`src/rtl/holly_bus_decoder_pkg.sv`:
```
// Shared definitions for the HOLLY data-bus decoder: FSM states, the standard
// HOLLY physical memory map, and the default 8-region decode table.
package holly_bus_pkg;

    localparam int HOLLY_ADDR_W = 29;
    localparam int HOLLY_NUM_DEF_REGIONS = 8;

    typedef enum logic [1:0] {
        ST_IDLE   = 2'd0,
        ST_ACCESS = 2'd1,
        ST_RESP   = 2'd2
    } holly_state_e;

    typedef logic [HOLLY_ADDR_W-1:0] holly_addr_t;

    localparam holly_addr_t FLASH_BASE    = 29'h0020_0000;
    localparam holly_addr_t FLASH_LAST    = 29'h0021_FFFF;
    localparam holly_addr_t SYSTEM_BASE   = 29'h005F_6800;
    localparam holly_addr_t SYSTEM_LAST   = 29'h005F_69FF;
    localparam holly_addr_t MAPLE_BASE    = 29'h005F_6C00;
    localparam holly_addr_t MAPLE_LAST    = 29'h005F_6CFF;
    localparam holly_addr_t GDROM_BASE    = 29'h005F_7000;
    localparam holly_addr_t GDROM_LAST    = 29'h005F_70FF;
    localparam holly_addr_t G1_BASE       = 29'h005F_7400;
    localparam holly_addr_t G1_LAST       = 29'h005F_74FF;
    localparam holly_addr_t G2_BASE       = 29'h005F_7800;
    localparam holly_addr_t G2_LAST       = 29'h005F_78FF;
    localparam holly_addr_t PVR_REG_BASE  = 29'h005F_7C00;
    localparam holly_addr_t PVR_REG_LAST  = 29'h005F_7CFF;
    localparam holly_addr_t TA_REG_BASE   = 29'h005F_8000;
    localparam holly_addr_t TA_REG_LAST   = 29'h005F_9FFF;
    localparam holly_addr_t MODEM_BASE    = 29'h0060_0000;
    localparam holly_addr_t MODEM_LAST    = 29'h0060_07FF;
    localparam holly_addr_t AICA_REG_BASE = 29'h0070_0000;
    localparam holly_addr_t AICA_REG_LAST = 29'h0070_7FFF;
    localparam holly_addr_t AICA_RTC_BASE = 29'h0071_0000;
    localparam holly_addr_t AICA_RTC_LAST = 29'h0071_000B;
    localparam holly_addr_t AICA_RAM_BASE = 29'h0080_0000;
    localparam holly_addr_t AICA_RAM_LAST = 29'h009F_FFFF;
    localparam holly_addr_t G2_EXT_BASE   = 29'h0100_0000;
    localparam holly_addr_t G2_EXT_LAST   = 29'h01FF_FFFF;
    localparam holly_addr_t VRAM64_BASE   = 29'h0400_0000;
    localparam holly_addr_t VRAM64_LAST   = 29'h047F_FFFF;
    localparam holly_addr_t VRAM32_BASE   = 29'h0500_0000;
    localparam holly_addr_t VRAM32_LAST   = 29'h057F_FFFF;
    localparam holly_addr_t VRAM64_M_BASE = 29'h0600_0000;
    localparam holly_addr_t VRAM64_M_LAST = 29'h067F_FFFF;
    localparam holly_addr_t VRAM32_M_BASE = 29'h0700_0000;
    localparam holly_addr_t VRAM32_M_LAST = 29'h077F_FFFF;
    localparam holly_addr_t SDRAM_BASE    = 29'h0C00_0000;
    localparam holly_addr_t SDRAM_LAST    = 29'h0FFF_FFFF;
    localparam holly_addr_t TA_FIFO_BASE  = 29'h1000_0000;
    localparam holly_addr_t TA_FIFO_LAST  = 29'h107F_FFFF;
    localparam holly_addr_t TA_YUV_BASE   = 29'h1080_0000;
    localparam holly_addr_t TA_YUV_LAST   = 29'h10FF_FFFF;
    localparam holly_addr_t TA_TEX_BASE   = 29'h1100_0000;
    localparam holly_addr_t TA_TEX_LAST   = 29'h11FF_FFFF;

    // Region i lives in slice i, so the highest region is the leftmost term.
    localparam logic [HOLLY_NUM_DEF_REGIONS*HOLLY_ADDR_W-1:0] HOLLY_DEF_BASE = {
        TA_FIFO_BASE, SDRAM_BASE, AICA_RAM_BASE, AICA_REG_BASE,
        VRAM32_BASE, VRAM64_BASE, TA_REG_BASE, PVR_REG_BASE
    };
    localparam logic [HOLLY_NUM_DEF_REGIONS*HOLLY_ADDR_W-1:0] HOLLY_DEF_LAST = {
        TA_FIFO_LAST, SDRAM_LAST, AICA_RAM_LAST, AICA_REG_LAST,
        VRAM32_LAST, VRAM64_LAST, TA_REG_LAST, PVR_REG_LAST
    };

endpackage

```
`src/rtl/holly_bus_decoder_if.sv`:
```
// Core-side request/response channel of the HOLLY bus decoder.
interface holly_bus_decoder_if #(
    parameter int DATA_W = 64
);
    logic                  req_valid;
    logic                  req_ready;
    logic [31:0]           req_addr;
    logic                  req_wen;
    logic [DATA_W-1:0]     req_wdata;
    logic [DATA_W/8-1:0]   req_wmask;
    logic                  resp_valid;
    logic [DATA_W-1:0]     resp_rdata;
    logic                  resp_err;

    modport master (
        output req_valid, req_addr, req_wen, req_wdata, req_wmask,
        input  req_ready, resp_valid, resp_rdata, resp_err
    );

    modport slave (
        input  req_valid, req_addr, req_wen, req_wdata, req_wmask,
        output req_ready, resp_valid, resp_rdata, resp_err
    );
endinterface

```
`src/rtl/holly_bus_decoder_region_match.sv`:
```
// Combinational region table lookup: priority one-hot (lowest index wins on
// overlap) plus an any-hit flag.
module holly_region_match #(
    parameter int NUM_REGIONS = 8,
    parameter int ADDR_W = 29,
    parameter logic [NUM_REGIONS*ADDR_W-1:0] REGION_BASE = '0,
    parameter logic [NUM_REGIONS*ADDR_W-1:0] REGION_LAST = '0
) (
    input  logic [ADDR_W-1:0]      addr,
    output logic [NUM_REGIONS-1:0] sel_onehot,
    output logic                   any_hit
);

    // Scanning from the top down lets the lowest matching index overwrite.
    always_comb begin
        sel_onehot = '0;
        any_hit    = 1'b0;
        for (int i = NUM_REGIONS - 1; i >= 0; i--) begin
            if ((addr >= REGION_BASE[i*ADDR_W +: ADDR_W]) &&
                (addr <= REGION_LAST[i*ADDR_W +: ADDR_W])) begin
                sel_onehot    = '0;
                sel_onehot[i] = 1'b1;
                any_hit       = 1'b1;
            end
        end
    end

endmodule

```
`src/rtl/holly_bus_decoder.sv`:
```
// Registered HOLLY/SH4 data-bus decoder with per-target ack, timeout and
// unmapped-access errors. Optional error log enabled by HOLLY_BUS_ERRLOG_EN.
module holly_bus_decoder
    import holly_bus_pkg::*;
#(
    parameter int NUM_REGIONS = HOLLY_NUM_DEF_REGIONS,
    parameter int ADDR_W = HOLLY_ADDR_W,
    parameter int DATA_W = 64,
    parameter logic [NUM_REGIONS*ADDR_W-1:0] REGION_BASE = HOLLY_DEF_BASE,
    parameter logic [NUM_REGIONS*ADDR_W-1:0] REGION_LAST = HOLLY_DEF_LAST,
    parameter int TIMEOUT = 255,
    parameter logic [DATA_W-1:0] UNMAPPED_DATA = '1
) (
    input  logic                          clock,
    input  logic                          reset_n,
    holly_bus_decoder_if.slave            bus,
    output logic [NUM_REGIONS-1:0]        tgt_sel,
    output logic                          tgt_req,
    output logic [ADDR_W-1:0]             tgt_addr,
    output logic                          tgt_wen,
    output logic [DATA_W-1:0]             tgt_wdata,
    output logic [DATA_W/8-1:0]           tgt_wmask,
    input  logic [NUM_REGIONS-1:0]        tgt_ack,
    input  logic [NUM_REGIONS*DATA_W-1:0] tgt_rdata
`ifdef HOLLY_BUS_ERRLOG_EN
    ,
    input  logic                          err_clr,
    output logic [ADDR_W-1:0]             err_addr,
    output logic                          err_is_timeout,
    output logic [15:0]                   err_count
`endif
);

    localparam logic [7:0] TO_LAST = 8'(TIMEOUT - 1);

    holly_state_e          state_q, state_d;
    logic [NUM_REGIONS-1:0] sel_q, sel_d;
    logic [7:0]            count_q, count_d;
    logic                  err_q, err_d;
    logic [DATA_W-1:0]     rdata_q, rdata_d;
    logic [ADDR_W-1:0]     addr_q, addr_d;
    logic                  wen_q, wen_d;
    logic [DATA_W-1:0]     wdata_q, wdata_d;
    logic [DATA_W/8-1:0]   wmask_q, wmask_d;

    logic [NUM_REGIONS-1:0] hit_onehot;
    logic                  any_hit;
    logic                  ack_hit;
    logic [DATA_W-1:0]     sel_rdata;

    // Upper address bits are deliberately ignored so the map mirrors.
    logic unused_addr_hi;
    if (ADDR_W < 32) begin : g_addr_hi
        assign unused_addr_hi = ^bus.req_addr[31:ADDR_W];
    end else begin : g_no_addr_hi
        assign unused_addr_hi = 1'b0;
    end

    holly_region_match #(
        .NUM_REGIONS (NUM_REGIONS),
        .ADDR_W      (ADDR_W),
        .REGION_BASE (REGION_BASE),
        .REGION_LAST (REGION_LAST)
    ) u_match (
        .addr       (bus.req_addr[ADDR_W-1:0]),
        .sel_onehot (hit_onehot),
        .any_hit    (any_hit)
    );

    always_comb begin
        sel_rdata = '0;
        for (int i = 0; i < NUM_REGIONS; i++) begin
            if (sel_q[i]) sel_rdata = sel_rdata | tgt_rdata[i*DATA_W +: DATA_W];
        end
        ack_hit = |(tgt_ack & sel_q);
    end

    always_comb begin
        state_d = state_q;
        sel_d   = sel_q;
        count_d = count_q;
        err_d   = err_q;
        rdata_d = rdata_q;
        addr_d  = addr_q;
        wen_d   = wen_q;
        wdata_d = wdata_q;
        wmask_d = wmask_q;
        case (state_q)
            ST_IDLE: begin
                if (bus.req_valid) begin
                    addr_d  = bus.req_addr[ADDR_W-1:0];
                    wen_d   = bus.req_wen;
                    wdata_d = bus.req_wdata;
                    wmask_d = bus.req_wmask;
                    count_d = '0;
                    if (any_hit) begin
                        state_d = ST_ACCESS;
                        sel_d   = hit_onehot;
                    end else begin
                        state_d = ST_RESP;
                        err_d   = 1'b1;
                        rdata_d = bus.req_wen ? '0 : UNMAPPED_DATA;
                    end
                end
            end
            // An ack in the final allowed cycle still counts as success.
            ST_ACCESS: begin
                if (ack_hit) begin
                    state_d = ST_RESP;
                    sel_d   = '0;
                    err_d   = 1'b0;
                    rdata_d = wen_q ? '0 : sel_rdata;
                end else if (count_q == TO_LAST) begin
                    state_d = ST_RESP;
                    sel_d   = '0;
                    err_d   = 1'b1;
                    rdata_d = wen_q ? '0 : UNMAPPED_DATA;
                end else begin
                    count_d = count_q + 8'd1;
                end
            end
            ST_RESP:  state_d = ST_IDLE;
            default:  state_d = ST_IDLE;
        endcase
    end

    always_ff @(posedge clock or negedge reset_n) begin
        if (!reset_n) begin
            state_q <= ST_IDLE;
            sel_q   <= '0;
            count_q <= '0;
            err_q   <= 1'b0;
            rdata_q <= '0;
            addr_q  <= '0;
            wen_q   <= 1'b0;
            wdata_q <= '0;
            wmask_q <= '0;
        end else begin
            state_q <= state_d;
            sel_q   <= sel_d;
            count_q <= count_d;
            err_q   <= err_d;
            rdata_q <= rdata_d;
            addr_q  <= addr_d;
            wen_q   <= wen_d;
            wdata_q <= wdata_d;
            wmask_q <= wmask_d;
        end
    end

    always_comb begin
        bus.req_ready  = (state_q == ST_IDLE);
        bus.resp_valid = (state_q == ST_RESP);
        bus.resp_err   = (state_q == ST_RESP) && err_q;
        bus.resp_rdata = rdata_q;
        tgt_req        = (state_q == ST_ACCESS);
        tgt_sel        = sel_q;
        tgt_addr       = addr_q;
        tgt_wen        = wen_q;
        tgt_wdata      = wdata_q;
        tgt_wmask      = wmask_q;
    end

`ifdef HOLLY_BUS_ERRLOG_EN
    logic [ADDR_W-1:0] err_addr_q, err_addr_d;
    logic              err_is_timeout_q, err_is_timeout_d;
    logic [15:0]       err_count_q, err_count_d;
    logic              err_event;

    // Errors are logged on the same edge that enters RESP with err set.
    always_comb begin
        err_event = ((state_q == ST_IDLE) && bus.req_valid && !any_hit) ||
                    ((state_q == ST_ACCESS) && !ack_hit && (count_q == TO_LAST));
        err_addr_d       = err_addr_q;
        err_is_timeout_d = err_is_timeout_q;
        err_count_d      = err_count_q;
        if (err_clr) begin
            err_addr_d       = '0;
            err_is_timeout_d = 1'b0;
            err_count_d      = '0;
        end else if (err_event) begin
            err_addr_d       = (state_q == ST_IDLE) ? bus.req_addr[ADDR_W-1:0] : addr_q;
            err_is_timeout_d = (state_q == ST_ACCESS);
            if (err_count_q != 16'hFFFF) err_count_d = err_count_q + 16'd1;
        end
    end

    always_ff @(posedge clock or negedge reset_n) begin
        if (!reset_n) begin
            err_addr_q       <= '0;
            err_is_timeout_q <= 1'b0;
            err_count_q      <= '0;
        end else begin
            err_addr_q       <= err_addr_d;
            err_is_timeout_q <= err_is_timeout_d;
            err_count_q      <= err_count_d;
        end
    end

    assign err_addr       = err_addr_q;
    assign err_is_timeout = err_is_timeout_q;
    assign err_count      = err_count_q;
`endif

endmodule

```
`src/flat_wrapper.sv`:
```
// flat-port wrapper written by rule: the top's interface ports become plain ports
module holly_bus_decoder_flat import holly_bus_pkg::*;
#(
    parameter int NUM_REGIONS = HOLLY_NUM_DEF_REGIONS,
    parameter int ADDR_W = HOLLY_ADDR_W,
    parameter int DATA_W = 64,
    parameter logic [NUM_REGIONS*ADDR_W-1:0] REGION_BASE = HOLLY_DEF_BASE,
    parameter logic [NUM_REGIONS*ADDR_W-1:0] REGION_LAST = HOLLY_DEF_LAST,
    parameter int TIMEOUT = 255,
    parameter logic [DATA_W-1:0] UNMAPPED_DATA = '1
)
  (clock, reset_n, tgt_sel, tgt_req, tgt_addr, tgt_wen, tgt_wdata, tgt_wmask, tgt_ack, tgt_rdata, bus_req_valid, bus_req_addr, bus_req_wen, bus_req_wdata, bus_req_wmask, bus_req_ready, bus_resp_valid, bus_resp_rdata, bus_resp_err);
  holly_bus_decoder_if #(.DATA_W(DATA_W)) bus_i ();
  input  logic clock;
  input  logic reset_n;
  output logic [NUM_REGIONS-1:0] tgt_sel;
  output logic tgt_req;
  output logic [ADDR_W-1:0] tgt_addr;
  output logic tgt_wen;
  output logic [DATA_W-1:0] tgt_wdata;
  output logic [DATA_W/8-1:0] tgt_wmask;
  input  logic [NUM_REGIONS-1:0] tgt_ack;
  input  logic [NUM_REGIONS*DATA_W-1:0] tgt_rdata;
  input wire logic [$bits(bus_i.req_valid)-1:0] bus_req_valid;
  input wire logic [$bits(bus_i.req_addr)-1:0] bus_req_addr;
  input wire logic [$bits(bus_i.req_wen)-1:0] bus_req_wen;
  input wire logic [$bits(bus_i.req_wdata)-1:0] bus_req_wdata;
  input wire logic [$bits(bus_i.req_wmask)-1:0] bus_req_wmask;
  output wire logic [$bits(bus_i.req_ready)-1:0] bus_req_ready;
  output wire logic [$bits(bus_i.resp_valid)-1:0] bus_resp_valid;
  output wire logic [$bits(bus_i.resp_rdata)-1:0] bus_resp_rdata;
  output wire logic [$bits(bus_i.resp_err)-1:0] bus_resp_err;
  assign bus_i.req_valid = bus_req_valid;
  assign bus_i.req_addr = bus_req_addr;
  assign bus_i.req_wen = bus_req_wen;
  assign bus_i.req_wdata = bus_req_wdata;
  assign bus_i.req_wmask = bus_req_wmask;
  assign bus_req_ready = bus_i.req_ready;
  assign bus_resp_valid = bus_i.resp_valid;
  assign bus_resp_rdata = bus_i.resp_rdata;
  assign bus_resp_err = bus_i.resp_err;
  holly_bus_decoder #(.NUM_REGIONS(NUM_REGIONS), .ADDR_W(ADDR_W), .DATA_W(DATA_W), .REGION_BASE(REGION_BASE), .REGION_LAST(REGION_LAST), .TIMEOUT(TIMEOUT), .UNMAPPED_DATA(UNMAPPED_DATA)) u_core (.clock(clock), .reset_n(reset_n), .bus(bus_i), .tgt_sel(tgt_sel), .tgt_req(tgt_req), .tgt_addr(tgt_addr), .tgt_wen(tgt_wen), .tgt_wdata(tgt_wdata), .tgt_wmask(tgt_wmask), .tgt_ack(tgt_ack), .tgt_rdata(tgt_rdata));
endmodule
```
`config.mk`:
```
export PLATFORM = sky130hd
export DESIGN_NAME = holly_bus_decoder_flat
export DESIGN_NICKNAME = d
export VERILOG_FILES = /design/src/rtl/holly_bus_decoder_pkg.sv /design/src/rtl/holly_bus_decoder_if.sv /design/src/rtl/holly_bus_decoder_region_match.sv /design/src/rtl/holly_bus_decoder.sv /design/src/flat_wrapper.sv
export SDC_FILE = /design/constraint.sdc
export NUM_CORES = 1
export LEC_CHECK = 0
export ABC_CLOCK_PERIOD_IN_PS = 2700
export BUFFER_PORTS_ARGS = -buffer_cell sky130_fd_sc_hd__buf_2
export CAP_MARGIN = 20
export CORE_AREA = 2 2 310 312
export CTS_CLUSTER_DIAMETER = 60
export DETAILED_ROUTE_END_ITERATION = 10
export DIE_AREA = 0 0 312 314
export GPL_TIMING_DRIVEN = 0
export PLACE_DENSITY = 0.33
export RECOVER_POWER = 25
export SETUP_SLACK_MARGIN = 0.3
export SYNTH_ARGS = -nofsm -noshare
export SYNTH_HDL_FRONTEND = slang
export SYNTH_SLANG_ARGS = --single-unit
```
`constraint.sdc`:
```
create_clock -name clock -period 2.7 [get_ports clock]
set_input_delay 0.405 -clock clock [delete_from_list [all_inputs] [get_ports clock]]
set_output_delay 0.405 -clock clock [all_outputs]
set_load 0.005 [all_outputs]
```
; Word-level counts from Yosys, hierarchy flattened
; Index checks and enable logic that the tools add are counted.
[totals]
regBits = 185
latch_bits = 0
ram_bits = 0
mem_bits_ro = 0
input_bits = 628
out_inout_bits = 178
n_memories = 0
[classes]
addsub = 1
n_mul = 0
n_div = 0
n_lt_le_gt_ge = 16
eq_ne = 9
n_shift = 0
mux = 51
n_bitwise = 8
n_reduce_logical = 17
[ops]
columns = operator, count
row1 = 64-bit two-way mux, 15
row2 = 64-bit bitwise OR, 7
row3 = 64-bit one-hot mux with 2 select lines, 1
row4 = 8-bit two-way mux, 15
row5 = "29-bit by 23-bit >= comparator with 1-bit output, second input constant", 3
row6 = "29-bit by 23-bit <= comparator with 1-bit output, second input constant", 3
row7 = "29-bit by 27-bit >= comparator with 1-bit output, second input constant", 2
row8 = "29-bit by 27-bit <= comparator with 1-bit output, second input constant", 2
row9 = 8-bit one-hot mux with 2 select lines, 2
row10 = "29-bit by 24-bit >= comparator with 1-bit output, second input constant", 1
row11 = "29-bit by 28-bit >= comparator with 1-bit output, second input constant", 1
row12 = "29-bit >= comparator, second input constant", 1
row13 = "29-bit by 24-bit <= comparator with 1-bit output, second input constant", 1
row14 = "29-bit by 28-bit <= comparator with 1-bit output, second input constant", 1
row15 = "29-bit <= comparator, second input constant", 1
row16 = 1-bit two-way mux, 12
row17 = 4-bit AND reduction, 3
row18 = 1-bit logical AND, 9
row19 = "8-bit by 1-bit adder with 8-bit output, second input constant", 1
row20 = 8-bit bitwise AND, 1
row21 = "8-bit equality test, second input constant", 1
row22 = 2-bit two-way mux, 4
row23 = "2-bit inequality test, second input constant", 4
row24 = 8-bit OR reduction, 1
row25 = 9 further kinds, 10

; Longest topological paths before layout
[logic_depth]
depth_word = 18
mapped_depth = 10
ltp_nobuf = 7

; By module
; A second synthesis with hierarchy kept.
[unflattened]
hier_cells = 1177
area_unflattened_um2 = 10219.8
[by_module_without_submodules]
columns = mod, n_inst, cells_each, area_each_um2, seq_area_each_um2
row1 = holly_bus_decoder, 1, 1144, 9992.1, 4629.4
row2 = holly_region_match, 1, 33, 227.7, 0.0

; Worst setup path before layout
; Ideal clock, no wire load.
[synth_path]
kind = input to register
start = input bus_req_addr[15]
end = register u_core.rdata_q[15], in the netlist u_core.bus.resp_rdata[15]
setup_time_ns = 0.127
t_arrival_ns = 2.266
t_required_ns = 2.573
setup_slack_ns = 0.306
stages = 8
path_cell_list = or4_1 or3_1 o21ai_2 a21oi_2 a32oi_1 buf_4 buf_6 mux2_1
[synth_via]
elab_chain_len = 12
word_cells_on_any_way = 34
cone_classes = 16 x order compare / 1 x eq/ne / 8 x mux / 9 x reduce/logical
[synth_lines]
columns = item, line
row1 = "start, declared", flat_wrapper.sv:25  ; input wire logic [$bits(bus_i.req_addr)-1:0] bus_req_addr;
row2 = 29-bit >= comparator or 29-bit <= comparator (tied branches), "holly_bus_decoder_region_match.sv:19, holly_bus_decoder_region_match.sv:20"
row3 = 1-bit logical AND, holly_bus_decoder_region_match.sv:19  ; if ((addr >= REGION_BASE[i*ADDR_W +: ADDR_W]) &&
row4 = 1-bit two-way mux (7 in series), holly_bus_decoder_region_match.sv:19
row5 = 1-bit two-way mux *, holly_bus_decoder_region_match.sv:19
row6 = 2-bit inequality test (no line) *, -
row7 = 4-bit AND reduction (no line) *, -
row8 = "end signal, assigned", holly_bus_decoder.sv:143  ; rdata_q <= rdata_d;
row9 = "end, declared", holly_bus_decoder.sv:40  ; logic [DATA_W-1:0] rdata_q, rdata_d;
; Every way passes the cells marked *; elsewhere a longest branch is shown, timed or not.
; A chain may end at the register's enable or synchronous reset.

; Worst setup path after layout
[layout_path]
start = register u_core.sel_q[3], in the netlist u_core.tgt_sel[3]
end = register u_core.rdata_q[51], in the netlist u_core.bus.resp_rdata[51]
[layout_via]
elab_chain_len = 12
word_cells_on_any_way = 16
cone_classes = 1 x eq/ne / 8 x mux / 5 x bitwise / 2 x reduce/logical
[layout_lines]
columns = item, line
row1 = "start, declared", holly_bus_decoder.sv:37  ; logic [NUM_REGIONS-1:0] sel_q, sel_d;
row2 = "start signal, assigned", holly_bus_decoder.sv:140  ; sel_q <= sel_d;
row3 = 64-bit two-way mux, holly_bus_decoder.sv:73  ; if (sel_q[i]) sel_rdata = sel_rdata | tgt_rdata[i*DATA_W +: DATA_W];
row4 = 64-bit bitwise OR, holly_bus_decoder.sv:73
row5 = 64-bit two-way mux, holly_bus_decoder.sv:73
row6 = 64-bit bitwise OR, holly_bus_decoder.sv:73
row7 = 64-bit two-way mux, holly_bus_decoder.sv:73
row8 = 64-bit bitwise OR, holly_bus_decoder.sv:73
row9 = 64-bit two-way mux, holly_bus_decoder.sv:73
row10 = 64-bit bitwise OR, holly_bus_decoder.sv:73
row11 = 64-bit two-way mux, holly_bus_decoder.sv:73
row12 = 64-bit two-way mux, holly_bus_decoder.sv:112  ; rdata_d = wen_q ? '0 : sel_rdata;
row13 = 64-bit two-way mux, holly_bus_decoder.sv:108  ; if (ack_hit) begin
row14 = 64-bit one-hot mux with 2 select lines, holly_bus_decoder.sv:88  ; case (state_q)
; Parallel ways exist; a longest one is shown, timed or not.

==> reports/results.tsv <==
metric	value	unit
clockPowerShare	0.250	
skew	0.0276	ns
cp_max_fo	7	
fin_crit_sh	1.11	
firstDrtPassIters	5	
sw_frac_of_total	0.422	
p_leak	0.00908	uW
setup-violations-final	65	
drt-total-wl	103000	um
dp_hpwl	86200	um
vias	14600	
whs_path_depth	3	
grt_max_degree	98	
portBuffers	802	
worstSkewPairLatency	0.52	ns
place_congestion	0.956	
gr-total-overflow	0	
fillers	10900	
async_reset_ff_frac	1.00	
synthFlopType	dfrtp_1	
cts_tree	built	
critPathKind	reg2reg	
drive_above_1_share	0.468	
finalNonFillerCells	3396	
nets	2728	
synth_cell_types	43	
switchingPower	4570	uW
drtAntennaViolNets	0	
min-delay-start	bus_req_wdata[43]	
slew_headroom	0.0174	
status	finished with violations	
finalMaxSlewViolations	0	
syn_to_final_growth	70.9	%
violations	setup timing	
yosysSeqAreaShare	0.440	
syn_area	0.0105	mm2
drc	0	
synth_edf_count	0	
yosys_warnings	0	
grt_pass1_wl	134000	um
die_w	312	um
cellPowerDensity	602	mW/mm2
internal_power	6260	uW
tightest_slew	1.47	ns
ff2ff_path_depth	12	
worst_setup_path_end_kind	flop	
r2r_end	u_core.bus.resp_rdata[51]	
drtIter0Drc	1028	
wl_per_cell	30.3	um
hp-class	in2reg	
numPlacedInstances	3308	
ios	806	
die_h	314	um
grt_usage	0.202	
yosys_register_bits	185	
die-area	0.0980	mm2
max_cap_violations	0	
pwr-share-seq	0.335	
cts_buffers	17	
hold_ws	0.0719	ns
design.core.area	0.0944	mm2
rsz0062_at_grt	yes	
netlist_instances	1225	
irDropWorstVdd	0.518	mV
row_count	113	
timing.final.ws_setup	-0.309	ns
grt_antenna_before_repair	69	
htreeDepth	4	
min_to	u_core.tgt_wdata[43]	
path_clk_slew	0.09	ns
tns	-16.25	ns
synth_area_per_cell	8.59	um2
cts.path.max_buffers	2	
start_util	0.111	
cp.arrival	3.40	ns
required	3.09	ns
fin_crit	3.01	ns
cts_sinks	185	
timing.rr.start	u_core.tgt_sel[3]	
grt_pass1_vias	14900	
startpoint_type	flop	
power_frac_comb	0.415	
cts_root_buffer	clkbuf_16	
syn-num-nets	1855	
fmax	332	MHz
via_per_inst	4.29	
r2r_slack	-0.31	ns
hold_viol	0	
registers in the layout (all words and copies together) (netlist names):
| name | count |
|---|---|
| u_core.bus.resp_rdata | 64 |
| u_core.tgt_wdata | 64 |
| u_core.tgt_addr | 29 |
| u_core.count_q | 8 |
| u_core.tgt_sel | 8 |
| u_core.tgt_wmask | 8 |
| u_core.state_q | 2 |
| u_core.err_q | 1 |
| u_core.tgt_wen | 1 |
synth_stat cells (6+ instances only):
cell type	n	area, um2
nand2_1	376	1410
a22oi_1	260	1950
dfrtp_1	185	4630
clkbuf_1	77	289
o21ai_0	74	370
nand4_1	68	425
mux2_1	49	552
buf_1	25	93.8
nor2_1	16	60.1
mux2_2	15	169
nand2b_1	8	50.1
nand3_1	8	40.0
a21oi_1	7	35.0
inv_1	6	22.5
critical path, cell delays in order, from the launching register on:
cell	delay (ns)
dfrtp_2	0.45
a22oi_2	0.51
and4_4	0.39
buf_12	0.13
and2_4	0.13
buf_8	0.10
nor2_4	0.04
a32oi_4	0.21
buf_12	0.16
buf_16	0.15
buf_12	0.15
buf_12	0.14
mux2_4	0.30
layer usage:
layer | up-vias | global-route usage | wire length, um | part of all wire
li1 | 6263 | - | - | -
met1 | 7250 | 0.255 | 43500 | 0.42
met2 | 864 | 0.337 | 48800 | 0.47
met3 | 165 | 0.0518 | 7390 | 0.072
met4 | 36 | 0.0636 | 3050 | 0.030
met5 | - | 0 | 225 | 0.0022
timing repair:
action / CTS / global route
endpoints found under the setup margin: 180 / 124
hold buffers: 1 / 0
hold endpoints to repair: 88 / 0
buffers inserted: 25 / 6
cloned: 5 / 0
gates resized for setup: 146 / 28
pin swaps: 12 / 10
power groups by stage:
| stage | Combinational, uW | Sequential (uW) | Clock, uW |
|---|---|---|---|
| floorplan | 1390 | 3630 | 0 |
| CTS | 4560 | 3630 | 2840 |
| global route | 4770 | 3700 | 2920 |
| detailed placement | 4170 | 3690 | 0 |
| global placement | 4020 | 3680 | 0 |
| finish | 4490 | 3630 | 2700 |
metrics by stage:
stage          setup slack (ns)  utilization  power [uW]  area, um2
3_3_place_gp              -2.81        0.171        7700      16100
6_report                 -0.309        0.190       10800      18000
2_1_floorplan             0.306            -        5020      10500
4_1_cts                  -0.296        0.189       11000      17800
5_1_grt                  -0.326        0.190       11400      18000
3_5_place_dp              -2.09        0.174        7860      16400
layout by cell type, fill, tap and decap left out, types with 18 or more instances in the layout:
master,instances
buf_2,784
nand2_1,373
a22oi_1,248
dfrtp_1,179
o21ai_0,72
clkbuf_1,68
nand4_1,68
mux2_4,35
mux2_1,25
clkbuf_2,21
diode_2,20
buf_4,20
clkbuf_16,18
kinds of logic (layout without fill, tap and decap cells):
kind of cell,Yosys count,count (layout),share of synthesized area
AO/OA/AOI/OAI,353,353,0.234
XOR/XNOR,5,5,0.00416
adder cells (fa/ha/maj),2,2,0.00238
buffers and inverters,115,1001,0.0451
flip-flops,185,185,0.440
multiplexers,64,64,0.0685
other,0,20,0
AND/OR/NAND/NOR,501,501,0.206
worst max path at each step:
| stage | startpoint | end | slack [ns] |
|---|---|---|---|
| after floorplan | bus_req_addr[15] | u_core.bus.resp_rdata[15] | 0.31 |
| after global placement | u_core.tgt_sel[3] | u_core.bus.resp_rdata[33] | -2.81 |
| after detailed placement | u_core.tgt_sel[3] | u_core.bus.resp_rdata[34] | -2.09 |
| after CTS | u_core.tgt_sel[3] | u_core.bus.resp_rdata[51] | -0.30 |
| after global routing | u_core.tgt_sel[2] | u_core.bus.resp_rdata[53] | -0.33 |
| final | u_core.tgt_sel[3] | u_core.bus.resp_rdata[51] | -0.31 |
area by class of cell:
| type | instances | area [um2] | share of cell area |
|---|---|---|---|
| multi-input combinational | 925 | 5700 | 0.317 |
| antenna | 20 | 50.0 | 0.00278 |
| buffer | 108 | 657 | 0.0365 |
| timing repair buffer | 855 | 4750 | 0.264 |
| clock inverter | 14 | 151 | 0.00842 |
| tap | 1265 | 1580 | 0.0880 |
| sequential | 185 | 4640 | 0.258 |
| inverter | 6 | 22.5 | 0.00125 |
| clock buffer | 18 | 429 | 0.0239 |
Power figures use the tool's default switching activity.
